**src/rtl/instruction_stream_tx.sv**
```systemverilog
// Serialises queued {opcode, operand} instructions into a byte stream for the TPU decoder path.
// Illegal opcodes are dropped at the queue; operand bytes are sent big-endian after operand-bearing opcodes.
module instruction_stream_tx #(
  parameter int unsigned FIFO_DEPTH    = 4,
  parameter int unsigned OPERAND_BYTES = 4
) (
  input  logic                          clk,
  input  logic                          rst_n,
  input  logic                          instr_valid,
  output logic                          instr_ready,
  input  logic [7:0]                    instr_opcode,
  input  logic [31:0]                   instr_operand,
  output logic                          byte_valid,
  input  logic                          byte_ready,
  output logic [7:0]                    byte_data,
  output logic                          byte_last,
  input  logic                          resume,
  output logic                          halted,
  output logic                          err_illegal,
  output logic [$clog2(FIFO_DEPTH):0]   fifo_count
);

  localparam int unsigned AW = $clog2(FIFO_DEPTH);
  localparam int unsigned CW = AW + 1;
  localparam int unsigned IW = $clog2(OPERAND_BYTES + 1);
  localparam logic [7:0]  OP_HALT = 8'h3F;

  localparam logic [1:0] S_IDLE    = 2'd0;
  localparam logic [1:0] S_OPCODE  = 2'd1;
  localparam logic [1:0] S_OPERAND = 2'd2;
  localparam logic [1:0] S_HALTED  = 2'd3;

  function automatic logic is_legal(input logic [7:0] op);
    return op inside {[8'h00:8'h05], [8'h10:8'h12], [8'h18:8'h1B], [8'h20:8'h23],
                      8'h30, 8'h31, 8'h3F};
  endfunction

  function automatic logic has_operand(input logic [7:0] op);
    return op inside {8'h03, 8'h04, 8'h05, 8'h31};
  endfunction

  logic [7:0]    op_mem  [FIFO_DEPTH];
  logic [31:0]   arg_mem [FIFO_DEPTH];
  logic [AW-1:0] wr_ptr_q, rd_ptr_q;
  logic [CW-1:0] count_q, count_d;

  logic [1:0]    state_q, state_d;
  logic          valid_q, valid_d;
  logic [7:0]    data_q, data_d;
  logic          last_q, last_d;
  logic          halted_q, halted_d;
  logic          err_q;
  logic [7:0]    opcode_q, opcode_d;
  logic [31:0]   arg_q, arg_d;
  logic [IW-1:0] idx_q, idx_d;

  logic push, pop, fifo_empty, xfer, next_instr;

  assign instr_ready = (count_q < CW'(FIFO_DEPTH));
  assign fifo_empty  = (count_q == '0);
  assign push        = instr_valid & instr_ready & is_legal(instr_opcode);
  assign xfer        = valid_q & byte_ready;

  assign byte_valid  = valid_q;
  assign byte_data   = data_q;
  assign byte_last   = last_q;
  assign halted      = halted_q;
  assign err_illegal = err_q;
  assign fifo_count  = count_q;

  always_ff @(posedge clk) begin
    if (push) begin
      op_mem[wr_ptr_q]  <= instr_opcode;
      arg_mem[wr_ptr_q] <= instr_operand;
    end
  end

  always_comb begin
    state_d    = state_q;
    valid_d    = valid_q;
    data_d     = data_q;
    last_d     = last_q;
    halted_d   = halted_q;
    opcode_d   = opcode_q;
    arg_d      = arg_q;
    idx_d      = idx_q;
    pop        = 1'b0;
    next_instr = 1'b0;

    // arg_q shifts left as bytes go out, so the next operand byte is always arg_q[31:24]
    case (state_q)
      S_IDLE: next_instr = 1'b1;
      S_OPCODE: begin
        if (xfer) begin
          if (has_operand(opcode_q)) begin
            data_d  = arg_q[31:24];
            arg_d   = arg_q << 8;
            idx_d   = IW'(1);
            last_d  = (OPERAND_BYTES == 1);
            state_d = S_OPERAND;
          end else if (opcode_q == OP_HALT) begin
            valid_d  = 1'b0;
            last_d   = 1'b0;
            halted_d = 1'b1;
            state_d  = S_HALTED;
          end else begin
            next_instr = 1'b1;
          end
        end
      end
      S_OPERAND: begin
        if (xfer) begin
          if (idx_q == IW'(OPERAND_BYTES)) begin
            next_instr = 1'b1;
          end else begin
            data_d = arg_q[31:24];
            arg_d  = arg_q << 8;
            idx_d  = idx_q + IW'(1);
            last_d = (idx_q == IW'(OPERAND_BYTES - 1));
          end
        end
      end
      default: begin
        if (resume) begin
          halted_d = 1'b0;
          state_d  = S_IDLE;
        end
      end
    endcase

    // Shared by IDLE and end-of-instruction so back-to-back instructions leave no bubble
    if (next_instr) begin
      if (!fifo_empty) begin
        pop      = 1'b1;
        opcode_d = op_mem[rd_ptr_q];
        arg_d    = arg_mem[rd_ptr_q];
        data_d   = op_mem[rd_ptr_q];
        valid_d  = 1'b1;
        last_d   = !has_operand(op_mem[rd_ptr_q]);
        idx_d    = '0;
        state_d  = S_OPCODE;
      end else begin
        valid_d  = 1'b0;
        last_d   = 1'b0;
        state_d  = S_IDLE;
      end
    end

    count_d = count_q + CW'(push) - CW'(pop);
  end

  always_ff @(posedge clk or negedge rst_n) begin
    if (!rst_n) begin
      wr_ptr_q <= '0;
      rd_ptr_q <= '0;
      count_q  <= '0;
      state_q  <= S_IDLE;
      valid_q  <= 1'b0;
      data_q   <= '0;
      last_q   <= 1'b0;
      halted_q <= 1'b0;
      err_q    <= 1'b0;
      opcode_q <= '0;
      arg_q    <= '0;
      idx_q    <= '0;
    end else begin
      if (push) wr_ptr_q <= wr_ptr_q + AW'(1);
      if (pop)  rd_ptr_q <= rd_ptr_q + AW'(1);
      count_q  <= count_d;
      state_q  <= state_d;
      valid_q  <= valid_d;
      data_q   <= data_d;
      last_q   <= last_d;
      halted_q <= halted_d;
      err_q    <= instr_valid & instr_ready & !is_legal(instr_opcode);
      opcode_q <= opcode_d;
      arg_q    <= arg_d;
      idx_q    <= idx_d;
    end
  end

endmodule
```
**config.mk**
```make
export PLATFORM = sky130hd
export DESIGN_NAME = instruction_stream_tx
export DESIGN_NICKNAME = d
export VERILOG_FILES = /design/src/rtl/instruction_stream_tx.sv
export SDC_FILE = /design/constraint.sdc
export NUM_CORES = 1
export LEC_CHECK = 0
export ABC_AREA = 1
export CAP_MARGIN = 30
export CORE_UTILIZATION = 50
export CTS_BUF_LIST = sky130_fd_sc_hd__clkbuf_16
export CTS_CLUSTER_DIAMETER = 200
export DETAILED_ROUTE_END_ITERATION = 16
export DONT_BUFFER_PORTS = 1
export GPL_ROUTABILITY_DRIVEN = 0
export HOLD_SLACK_MARGIN = 0.02
export SLEW_MARGIN = 40
export SYNTH_ARGS = -nofsm -noshare
export SYNTH_HDL_FRONTEND = slang
export SYNTH_SLANG_ARGS = --single-unit
```
**constraint.sdc**
```tcl
create_clock -name clk -period 4.2 [get_ports clk]
set_clock_uncertainty 0.15 [all_clocks]
set_input_delay 0.42 -clock clk [delete_from_list [all_inputs] [get_ports clk]]
set_output_delay 0.42 -clock clk [all_outputs]
set_load 0.03 [all_outputs]
```
# After elaboration in Yosys (flattened, before gate mapping)
# Memories as Yosys holds them, arrays and structs flattened.
# Cells that the tools add are included.
totals:
  ff_bits: 64
  mem_bits_rw: 160
  in_bits: 45
  output_inout_bits: 16
  elab_cells: 137
  n_memories: 2
op_classes:
  add_sub_neg: 5
  n_lt_le_gt_ge: 9
  n_eq_ne: 25
  mux: 55
  n_bitwise: 6
  reduce_logical: 23
mem_list:
  columns: ["memory", "depth", "width", "read_ports", "rd_ports_with_merged_regs", "write_ports", "line", "text"]
  rows:
  - ["arg_mem", 4, 32, 1, 0, 1, "43", "logic [31:0] arg_mem [FIFO_DEPTH];"]
  - ["op_mem", 4, 8, 1, 0, 1, "42", "logic [7:0] op_mem [FIFO_DEPTH];"]
op_table:
  columns: ["op", "n"]
  rows:
  - ["$mux W32", 6]
  - ["$pmux W32 S2", 1]
  - ["$eq A8 B6 Y1 const B", 6]
  - ["$mux W8", 6]
  - ["$eq A8 B3 Y1 const B", 4]
  - ["$mux W1", 25]
  - ["$mux W3", 6]
  - ["$eq A8 B2 Y1 const B", 2]
  - ["$ge A8 B5 Y1 const B", 2]
  - ["$le A8 B5 Y1 const B", 2]
  - ["$pmux W8 S2", 1]
  - ["$mux W2", 5]
  - ["$reduce_and A5 Y1", 2]
  - ["$ne A3 B3 Y1 const B", 3]
  - ["$ge A8 B1 Y1 const B", 1]
  - ["$ge A8 B6 Y1 const B", 1]
  - ["$le A8 B3 Y1 const B", 1]
  - ["$le A8 B6 Y1 const B", 1]
  - ["$ne A2 B2 Y1 const B", 4]
  - ["$reduce_and A4 Y1", 2]
  - ["$reduce_bool A2 Y1", 4]
  - ["$reduce_bool A4 Y1", 2]
  - ["$reduce_bool A7 Y1", 1]
  - ["$pmux W3 S2", 1]
  - ["other kinds (23)", 34]

# Logic depth before layout (Yosys ltp)
# Gate-level depths: netlist of run 1.
logic_depth:
  word_depth: 7
  mapped_depth: 16
  ltp_nobuf: 15

# Worst setup path before layout of run 1
# No wires, ideal clock.
synth_timing:
  path_kind: "register -> register"
  from: "register count_q[2] (netlist: fifo_count[2])"
  to: "memory arg_mem[0][0] (enable)"
  setup_ps: 437
  t_arrival_ps: 2930
  required_time_ps: 3613
  slack_ps: 683
  path_stages_with_launch: 6
  path_buffers: 0
  synth_period_minus_slack_ps: 3517
  path_cell_list: "dfrtp_1 -> inv_1 -> nand2_1 -> nor2_1 -> inv_1 -> nor2_1"
synth_via:
  elab_chain_cells: 5
synth_rtl:
  columns: ["item", "line", "text"]
  rows:
  - ["from (decl)", "45", "logic [CW-1:0] count_q, count_d;"]
  - ["from (signal assigned)", "169", "count_q <= count_d;"]
  - ["$lt A3 B3 Y1", "59", "assign instr_ready = (count_q < CW'(FIFO_DEPTH));"]
  - ["named net instr_ready", "10", "output logic instr_ready,"]
  - ["$and A1 B1 Y1 (2 in series)", "61", "assign push = instr_valid & instr_ready & is_legal(instr_opcode);"]
  - ["$mux W1", "72", "if (push) begin"]
  - ["$mux W1 (not written as such)", "74", "arg_mem[wr_ptr_q] <= instr_operand;"]
  - ["to (decl)", "43", null]
# The timed path passes the listed nets, and every way through them passes these cells.

# Final worst setup path of run 1
layout_timing:
  from: "register state_q[0]"
  to: "register count_q[2] (netlist: fifo_count[2])"
layout_via:
  elab_chain_cells: 4
  elab_cells_between_ends: 6
  classes_between: "1 x add/sub; 2 x eq/ne; 2 x mux; 1 x reduce/logical"
layout_rtl:
  columns: ["item", "line", "text"]
  rows:
  - ["from (decl)", "47", "logic [1:0] state_q, state_d;"]
  - ["from (signal assigned)", "170", "state_q <= state_d;"]
  - ["$eq A2 B2 Y1 (tied with other cells)", "91", "case (state_q)"]
  - ["$pmux W1 S3 (*)", "91", null]
  - ["$mux W1 (*)", "132", "if (next_instr) begin"]
  - ["$sub A3 B1 Y3 (*)", "149", "count_d = count_q + CW'(push) - CW'(pop);"]
  - ["named net count_d[2]", "45", null]
# The timed path passes the listed nets; every way through them passes the cells marked *.
# A chain may end at the register's enable or synchronous reset.

==> reports/metrics.csv, run 1 <==
metric,value,unit
status,completed,
wl_per_cell,17.1,um
p_per_area,382,mW/mm2
async_reset_ff_share,28.6,%
worstPathMaxFanout,28,
grt_pass1_wl,38400,um
hpwl,13900,um
cts_tree,yes,
slew_violations,0,
power.total,4510,uW
core_area,0.0203,mm2
clk_latency,0.51,ns
avgViaCountPerCell,5.31,
ir_drop,0.368,mV
cp.arrival,3.32,ns
reg2reg_depth,13,
numCtsBuffers,24,
grt_max_degree,81,
yosysMostFrequentCell,nand2_1,
ys.flop_type,edfxtp_1,
synth.avg_cell_area,9.60,um2
fin_tns_setup,0,ns
ys_top_cells_by_area,"edfxtp_1 46%, dfrtp_1 15%, nand2_1 9.1%, o21ai_0 5.2%, nand3_1 4.6%",
yosys.area.top_type_share,46.3,%
cts_sinks,224,
cts_buffer_depth,3,
nets,1163,
clkTransAtPathRegs,0.06,ns
synth_top_area_cell,edfxtp_1,
first_pass_iters,5,
setup_viol,0,
dp.cells,1305,
drcViolationCount,0,
pin_count,61,
ys_seq_area_share,61.7,%
antenna_left,0,
min_delay_path_depth,3,
period_share,73.8,%
antenna_found_initial,0,
vias,7396,
grt_pass1_vias,7167,
synthesis.area,0.0104,mm2
initial_core_util,51.1,%
endpoint_kind,flip-flop,
layout-drive-gt1-share,5.70,%
track_usage,22.9,%
grt.overflow.total,0,
grt_setup_unrepaired,false,
htreeDepth,1,
synth_common_cells,"252 x nand2_1, 160 x edfxtp_1, 112 x nor2_1, 107 x o21ai_0, 98 x inv_1",
yosysWarningCount,0,
synth-edff-count,160,
synth-seq-cells,224,
synth.distinct_cells,32,
tightest_slew,0.828,ns
relSlewSlack,44.6,%
fin_cells,1392,
fp.dieH,146,um
syn_to_final_growth,13.7,%
clockRootBuffer,clkbuf_16,
die-area,0.0213,mm2
fin_crit,3.10,ns
maxCapViolCount,0,
rows,52,
cp-start-kind,flip-flop,
p_leak,0.00479,uW
synth_nets,1140,
routed_wl,23800,um
fin_util,58.1,%
die_x,146,um
fmax,323,MHz
crit_type,reg -> reg,
synth_cells,1081,
n_antenna_cell,0,
cp_data_required_time,4.42,ns
hp-class,in -> reg,
portBuffers,0,
drtIter0Drc,523,
hold_viol,0,
[power by group]
group	switching, uW	internal, uW	leakage, uW	total (uW)
Sequential	0	2370	0.00214	2370
Combinational	35.4	31.0	0.00225	66.4
Clock	824	1250	0.000400	2070
[metrics by stage]
step / setup WS [ns] / hold WS (ns) / cell area (um2)
5_1_grt: 0.935 / 0.112 / 11800
4_1_cts: 1.10 / 0.0658 / 11800
3_5_place_dp: 1.11 / -0.0240 / 10600
3_3_place_gp: 1.27 / -0.0242 / 10600
6_report: 1.10 / 0.0900 / 11800
2_1_floorplan: 0.683 / -0.0256 / 10400
[area by class of cell]
type	instances	area (um2)
clock inverters	19	151
multi-input cells	699	3340
flip-flops and latches	224	6410
well taps	270	338
fillers	1818	8500
clock buffers	25	626
repair buffers	55	567
inverters	100	375
[routing by layer]
layer  routed length, um  global-route usage [%]
met4                 470                    6.25
met2               11000                    36.8
met1               11200                    32.4
met3                1210                    3.84
met5                   0                       0
[sequential cells by signal (all words and copies together) (netlist names)]
name,count
arg_mem,128
arg_q,32
op_mem,32
byte_data,8
opcode_q,8
fifo_count,3
idx_q,3
rd_ptr_q,2
state_q,2
wr_ptr_q,2
byte_last,1
byte_valid,1
err_illegal,1
halted,1
[what timing repair did]
item / 4_1_cts / 5_1_grt
buffers inserted: 0 / 0
endpoints found under the hold margin: 225 / 0
hold buffers: 43 / 0
gates resized for setup: 0 / 0
[path summary, 6_finish.rpt]
path	from	to	slack, ns
max	state_q[0]	fifo_count[2]	1.10
min	resume	halted	0.09
max reg2reg	state_q[0]	fifo_count[2]	1.10
min reg2reg	opcode_q[0]	opcode_q[0]	0.38
max in group asynchronous	rst_n	rd_ptr_q[0]	3.26
min in group asynchronous	rst_n	opcode_q[5]	0.34
[kinds of logic (layout without fill, tap and decap cells)]
| kind of cell | Yosys count | count (layout) | share of synthesized area [%] |
|---|---|---|---|
| AND/OR/NAND/NOR | 479 | 479 | 19.5 |
| flip-flops | 224 | 224 | 61.7 |
| AO/OA/AOI/OAI | 201 | 201 | 10.2 |
| buffers and inverters | 158 | 199 | 6.41 |
| adder cells (fa/ha/maj) | 14 | 14 | 1.76 |
| XOR/XNOR | 5 | 5 | 0.422 |
[worst max-delay path, stage by stage, from the launching register on]
cell and delay, ns:
dfrtp_1 0.39, inv_1 0.08, ha_1 0.31, nand2_1 0.13, a31oi_1 0.10, nor2_2 0.22, nand2_4 0.14, nor2_8 0.34
ha_1 0.18, inv_1 0.04, ha_1 0.18, fa_1 0.38, xnor2_1 0.14, xor2_1 0.16
[cell usage in the layout, fill, tap and decap left out, types with 2 or more instances in the layout]
cell / instances
ha_1: 13
clkinv_1: 10
o21ai_1: 4
dfrtp_1: 63
buf_4: 9
inv_2: 2
nor2_4: 4
nand2_2: 6
nand4_1: 3
a21oi_1: 52
edfxtp_1: 160
inv_1: 103
bufinv_16: 3
buf_12: 2
xor2_1: 4
nand3_1: 96
nor2_1: 108
dlygate4sd3_1: 42
o2111ai_1: 2
o21ai_0: 107
nor2_2: 3
nand2_4: 2
a31oi_1: 3
o22ai_1: 32
nand2_1: 252
clkbuf_16: 25
Note: power is estimated with default switching activity, not from simulation.
==> inputs of run 2 (changes only) <==
clock period = 2.9 ns   (was 4.2 ns; I/O delays follow)
==> run 2 against run 1 <==
Total power is 38% higher. Routed wire length fell by 3.3%. Design area increased by 0.81%. First-iteration DRC count shrank 20%. Global-route usage shrank 0.65 points. Sequential power up 45%. Non-clock buffer count grew 19. Core utilization is 0.47 points higher. Hold slack got worse by 0.028 ns. Largest power group unchanged.
==> reports/metrics.csv, run 2 (synthesized netlist as in run 1, its figures left out) <==
metric,value,unit
tightest_slew,0.691,ns
p_clk_share,43.1,%
numCtsBuffers,24,
crit_top_cell,ha_1,
clkTransAtPathRegs,0.06,ns
cts_buffer_depth,3,
p_int,4980,uW
first_pass_iters,5,
hp-class,in -> reg,
endpoint_kind,flip-flop,
cp_num_buf_inv,2,
rows,52,
switching_share,19.8,%
die_x,146,um
hpwl,14100,um
power.total,6210,uW
p_leak,0.00485,uW
grt_max_degree,65,
p_per_area,522,mW/mm2
dpl_cell_area,0.0107,mm2
top_register,arg_mem,
fin_cells,1411,
antenna_found_initial,1,
p_switching,1230,uW
fmax,368,MHz
cts_sinks,224,
status,completed,
clk_latency,0.52,ns
fp.dieH,146,um
grt_pass1_wl,37500,um
combPwrFrac,1.6,%
wl_per_cell,16.3,um
final_cell_mix,"252 x nand2_1, 160 x edfxtp_1, 108 x nor2_1",
setup_viol,0,
relSlewSlack,53.9,%
crit_chain,inv_1 -> ha_1 -> a31oi_1 -> nor2_2 -> nand2_4 -> nor2_8 -> ha_1 -> inv_1 -> ha_1 -> fa_1 -> xnor2_1 -> xor2_1,
layout-drive-gt1-share,7.11,%
cpPeakStageDelay,0.39,ns
vias,7402,
dp.cells,1319,
antenna_left,0,
core_area,0.0203,mm2
pin_count,61,
nets,1182,
dp_slack,0.172,ns
fin_util,58.6,%
fill_cells,1782,
crit_slowest_cell,dfrtp_1,
worstPathMaxFanout,9,
syn_to_final_growth,14.6,%
drcViolationCount,0,
track_usage,22.2,%
cts_tree,yes,
slew_violations,0,
maxCapViolCount,0,
grt.overflow.total,0,
initial_core_util,51.1,%
htreeDepth,1,
layout_commonest_cell,nand2_1,
grt_setup_unrepaired,false,
drtIter0Drc,418,
avgViaCountPerCell,5.25,
hold_viol,0,
ir_drop,0.517,mV
routed_wl,23000,um
clockRootBuffer,clkbuf_16,
portBuffers,0,
largest_reg_flops,128,
fin_crit,2.72,ns
top_regs,"arg_mem: 128 flops, arg_q: 32 flops, op_mem: 32 flops",
fin_area,0.0119,mm2
crit_type,reg -> reg,
cp.arrival,2.95,ns
p_seq_share,55.3,%
cp_data_required_time,3.13,ns
die-area,0.0213,mm2
grt_pass1_vias,7017,
fin_ws,0.179,ns
cp-start-kind,flip-flop,
period_share,93.8,%
path_delay_family,adder cells,
run 2: changes by cell type in the layout (fill, tap and decap cells not counted), moves of 2 or more:
cell,delta
dlygate4sd3_1,+3
clkinv_1,-3
bufinv_16,-3
inv_1,+2
buf_4,+15
buf_12,+2
run 2: metrics by stage:
stage	setup TNS [ns]	hold WS (ns)
final	0	0.0622
after global routing	0	0.107
after CTS	0	0.0353
after detailed placement	0	-0.154
after global placement	0	-0.154
after floorplan	-98.71	-0.156
run 2: path summary, 6_finish.rpt:
kind	start	to	slack, ns	depth (start not counted)
min	instr_opcode[4]	err_illegal	0.06	4
max	state_q[0]	fifo_count[2]	0.18	12
min reg2reg	opcode_q[0]	opcode_q[0]	0.39	2
max reg2reg	state_q[0]	fifo_count[2]	0.18	12
min in group asynchronous	rst_n	err_illegal	0.15	2
max in group asynchronous	rst_n	rd_ptr_q[0]	2.14	2
run 2: power groups by stage:
| stage | sequential, uW | combinational (uW) | clock, uW |
|---|---|---|---|
| global placement | 3500 | 6.61 | 0 |
| detailed placement | 3500 | 6.78 | 0 |
| floorplan | 3500 | 4.72 | 0 |
| CTS | 3440 | 100 | 2740 |
| global route | 3430 | 111 | 2870 |
| finish | 3440 | 99.2 | 2670 |
run 2: layout make-up:
class / instances / area, um2 / share of cell area [%]
Antenna cell: 1 / 2.50 / 0.0210
Clock buffer: 24 / 601 / 5.05
Clock inverter: 19 / 91.3 / 0.768
Inverter: 100 / 379 / 3.19
Multi-Input combinational cell: 699 / 3340 / 28.1
Sequential cell: 224 / 6410 / 53.9
Tap cell: 270 / 338 / 2.84
Timing Repair Buffer: 74 / 738 / 6.21
run 2: routing by layer:
layer,global-route usage (%),wire (um),up-vias
met5,0,0,-
met4,6.67,608,0
met3,4.03,1250,46
met2,35.1,10500,172
met1,31.6,10700,3457
li1,-,-,3727
run 2: worst register-to-register path, delay by kind of cell, from the launching register on:
kind / cells / cell delay, ns
AOI/OAI and AO/OA: 1 / 0.20
xor gates and xnor gates: 2 / 0.31
adders and majority gates: 4 / 1.14
buffers and inverters: 2 / 0.12
DFF: 1 / 0.39
and+or+nand+nor: 3 / 0.28
run 2: timing repair:
item	4_1_cts	5_1_grt
endpoints found under the setup margin	0	6
hold buffers	46	0
hold endpoints to repair	230	0
resized for setup	0	2
buffers inserted	0	2
==> inputs of run 3 (changes only) <==
REMOVE_ABC_BUFFERS = 1   (was unset)
==> run 3 against run 2 <==
Final cell count about the same. Combinational power increased by 0.5%. Design area increased by 0.94%. Worst setup slack got worse by 0.042 ns. Hold slack got worse by 0.011 ns. Total power increased by 7.4%. Sequential power about the same. Clock power increased by 17%. Critical endpoint unchanged. Critical path depth unchanged. Die area unchanged.
==> reports/metrics.csv, run 3 (synthesized netlist as in run 1, its figures left out) <==
metric,value,unit
status,completed,
ir_drop,0.576,mV
clkTransAtPathRegs,0.07,ns
p_seq_share,51.5,%
core_area,0.0203,mm2
combPwrFrac,1.5,%
portBuffers,0,
wl_met2,11100,um
top_layer_used,met4,
n_antenna_cell,0,
worstReg2RegStart,state_q[0],
first_pass_iters,5,
hpwl,13800,um
cp.arrival,3.02,ns
die_x,146,um
power.total,6670,uW
die-area,0.0213,mm2
reg2reg_depth,12,
fill_cells,1768,
syn_to_final_growth,15.7,%
numCtsBuffers,25,
fin_tns_setup,0,ns
holdWs,0.0507,ns
p_leak,0.00492,uW
cts_sinks,224,
dp.cells,1320,
met3_length,969,um
pin_count,61,
cp_data_required_time,3.16,ns
drcViolationCount,0,
p_per_area,555,mW/mm2
p_clk_share,47.0,%
layout_commonest_cell,nand2_1,
relSlewSlack,63.0,%
htreeDepth,1,
min_delay_path_depth,4,
antenna_found_initial,0,
rows,52,
drtIter0Drc,470,
post_cts_buffers,0,
vias,7543,
largest_reg_flops,128,
track_usage,22.5,%
grt.overflow.total,0,
top_regs,"arg_mem: 128 flops, arg_q: 32 flops, op_mem: 32 flops",
worstPathMaxFanout,9,
grt_setup_unrepaired,false,
final_cell_mix,"252 x nand2_1, 160 x edfxtp_1, 108 x nor2_1",
dpl_cell_area,0.0107,mm2
worstReg2RegEnd,fifo_count[2],
wl_per_cell,16.5,um
period_share,95.3,%
fin_area,0.0120,mm2
avgViaCountPerCell,5.34,
fin_crit,2.76,ns
fin_cells,1412,
initial_core_util,51.1,%
grt_pass1_vias,7291,
fmax,362,MHz
cp-startpoint,state_q[0],
clk_latency,0.54,ns
p_switching,1340,uW
top_register,arg_mem,
crit_type,reg -> reg,
hold_viol,0,
regToRegSetupSlack,0.14,ns
nets,1182,
setup_viol,0,
endpoint_kind,flip-flop,
layout-drive-gt1-share,7.53,%
tightest_slew,0.555,ns
maxCapViolCount,0,
cts_buffer_depth,3,
antenna_left,0,
clockRootBuffer,clkbuf_16,
cts_tree,yes,
switching_share,20.1,%
routed_wl,23300,um
min_to,err_illegal,
grt_max_degree,65,
cp-start-kind,flip-flop,
hp-class,in -> reg,
wirelength_met1,10800,um
p_int,5330,uW
grt_pass1_wl,38200,um
hold_start,instr_opcode[4],
fp.dieH,146,um
slew_violations,0,
[run 3: changes by cell type in the layout (fill, tap and decap cells not counted), sizes merged]
cell      previous run  this run
bufinv               0         3
buf                 29        28
clkbuf              24        25
clkinvlp             1         0
diode                1         0
[run 3: worst max-delay path by stage]
stage                    endpoint  slack, ns  depth (start not counted)
global route        fifo_count[2]       0.03                         14
finish              fifo_count[2]       0.14                         12
floorplan           arg_mem[0][0]      -0.62                          5
global placement    fifo_count[2]       0.24                         12
CTS                 fifo_count[2]       0.12                         12
detailed placement  fifo_count[2]       0.18                         12
[run 3: worst max-delay path: stages (launching register included)]
cell	delay (ns)
dfrtp_1	0.39
inv_1	0.08
ha_1	0.32
a31oi_1	0.22
nor2_2	0.10
nand2_4	0.15
nor2_8	0.04
ha_1	0.28
inv_1	0.04
ha_1	0.18
fa_1	0.39
xnor2_1	0.15
xor2_1	0.15
[run 3: final cells by class]
type	instances	area (um2)	share of cell area, %
inverters	100	375	3.13
multi-input cells	699	3340	27.8
flip-flops and latches	224	6410	53.4
repair buffers	73	731	6.09
well taps	270	338	2.81
clock buffers	25	626	5.21
clock inverters	21	194	1.62
[run 3: timing repair]
| item | 4_1_cts | 5_1_grt |
|---|---|---|
| gates resized for setup | 0 | 0 |
| hold buffers | 46 | 0 |
| hold endpoints to repair | 231 | 0 |
[run 3: power groups by stage]
stage	sequential [uW]	clock, uW	combinational, uW
final	3440	3130	99.7
after global routing	3430	3310	111
after CTS	3440	3190	101
after detailed placement	3500	0	6.44
after global placement	3500	0	6.32
after floorplan	3500	0	4.72
[run 3: metrics by stage]
| step | setup slack [ns] | util (%) |
|---|---|---|
| global route | 0.0261 | 59.1 |
| detailed placement | 0.183 | 52.8 |
| floorplan | -0.617 | - |
| global placement | 0.237 | 52.8 |
| finish | 0.137 | 59.1 |
| CTS | 0.123 | 59.1 |
[run 3: layer usage]
layer | vias up | track usage (%)
li1 | 3734 | -
met1 | 3615 | 31.0
met2 | 157 | 37.8
met3 | 37 | 3.19
met4 | 0 | 5.47
met5 | - | 0
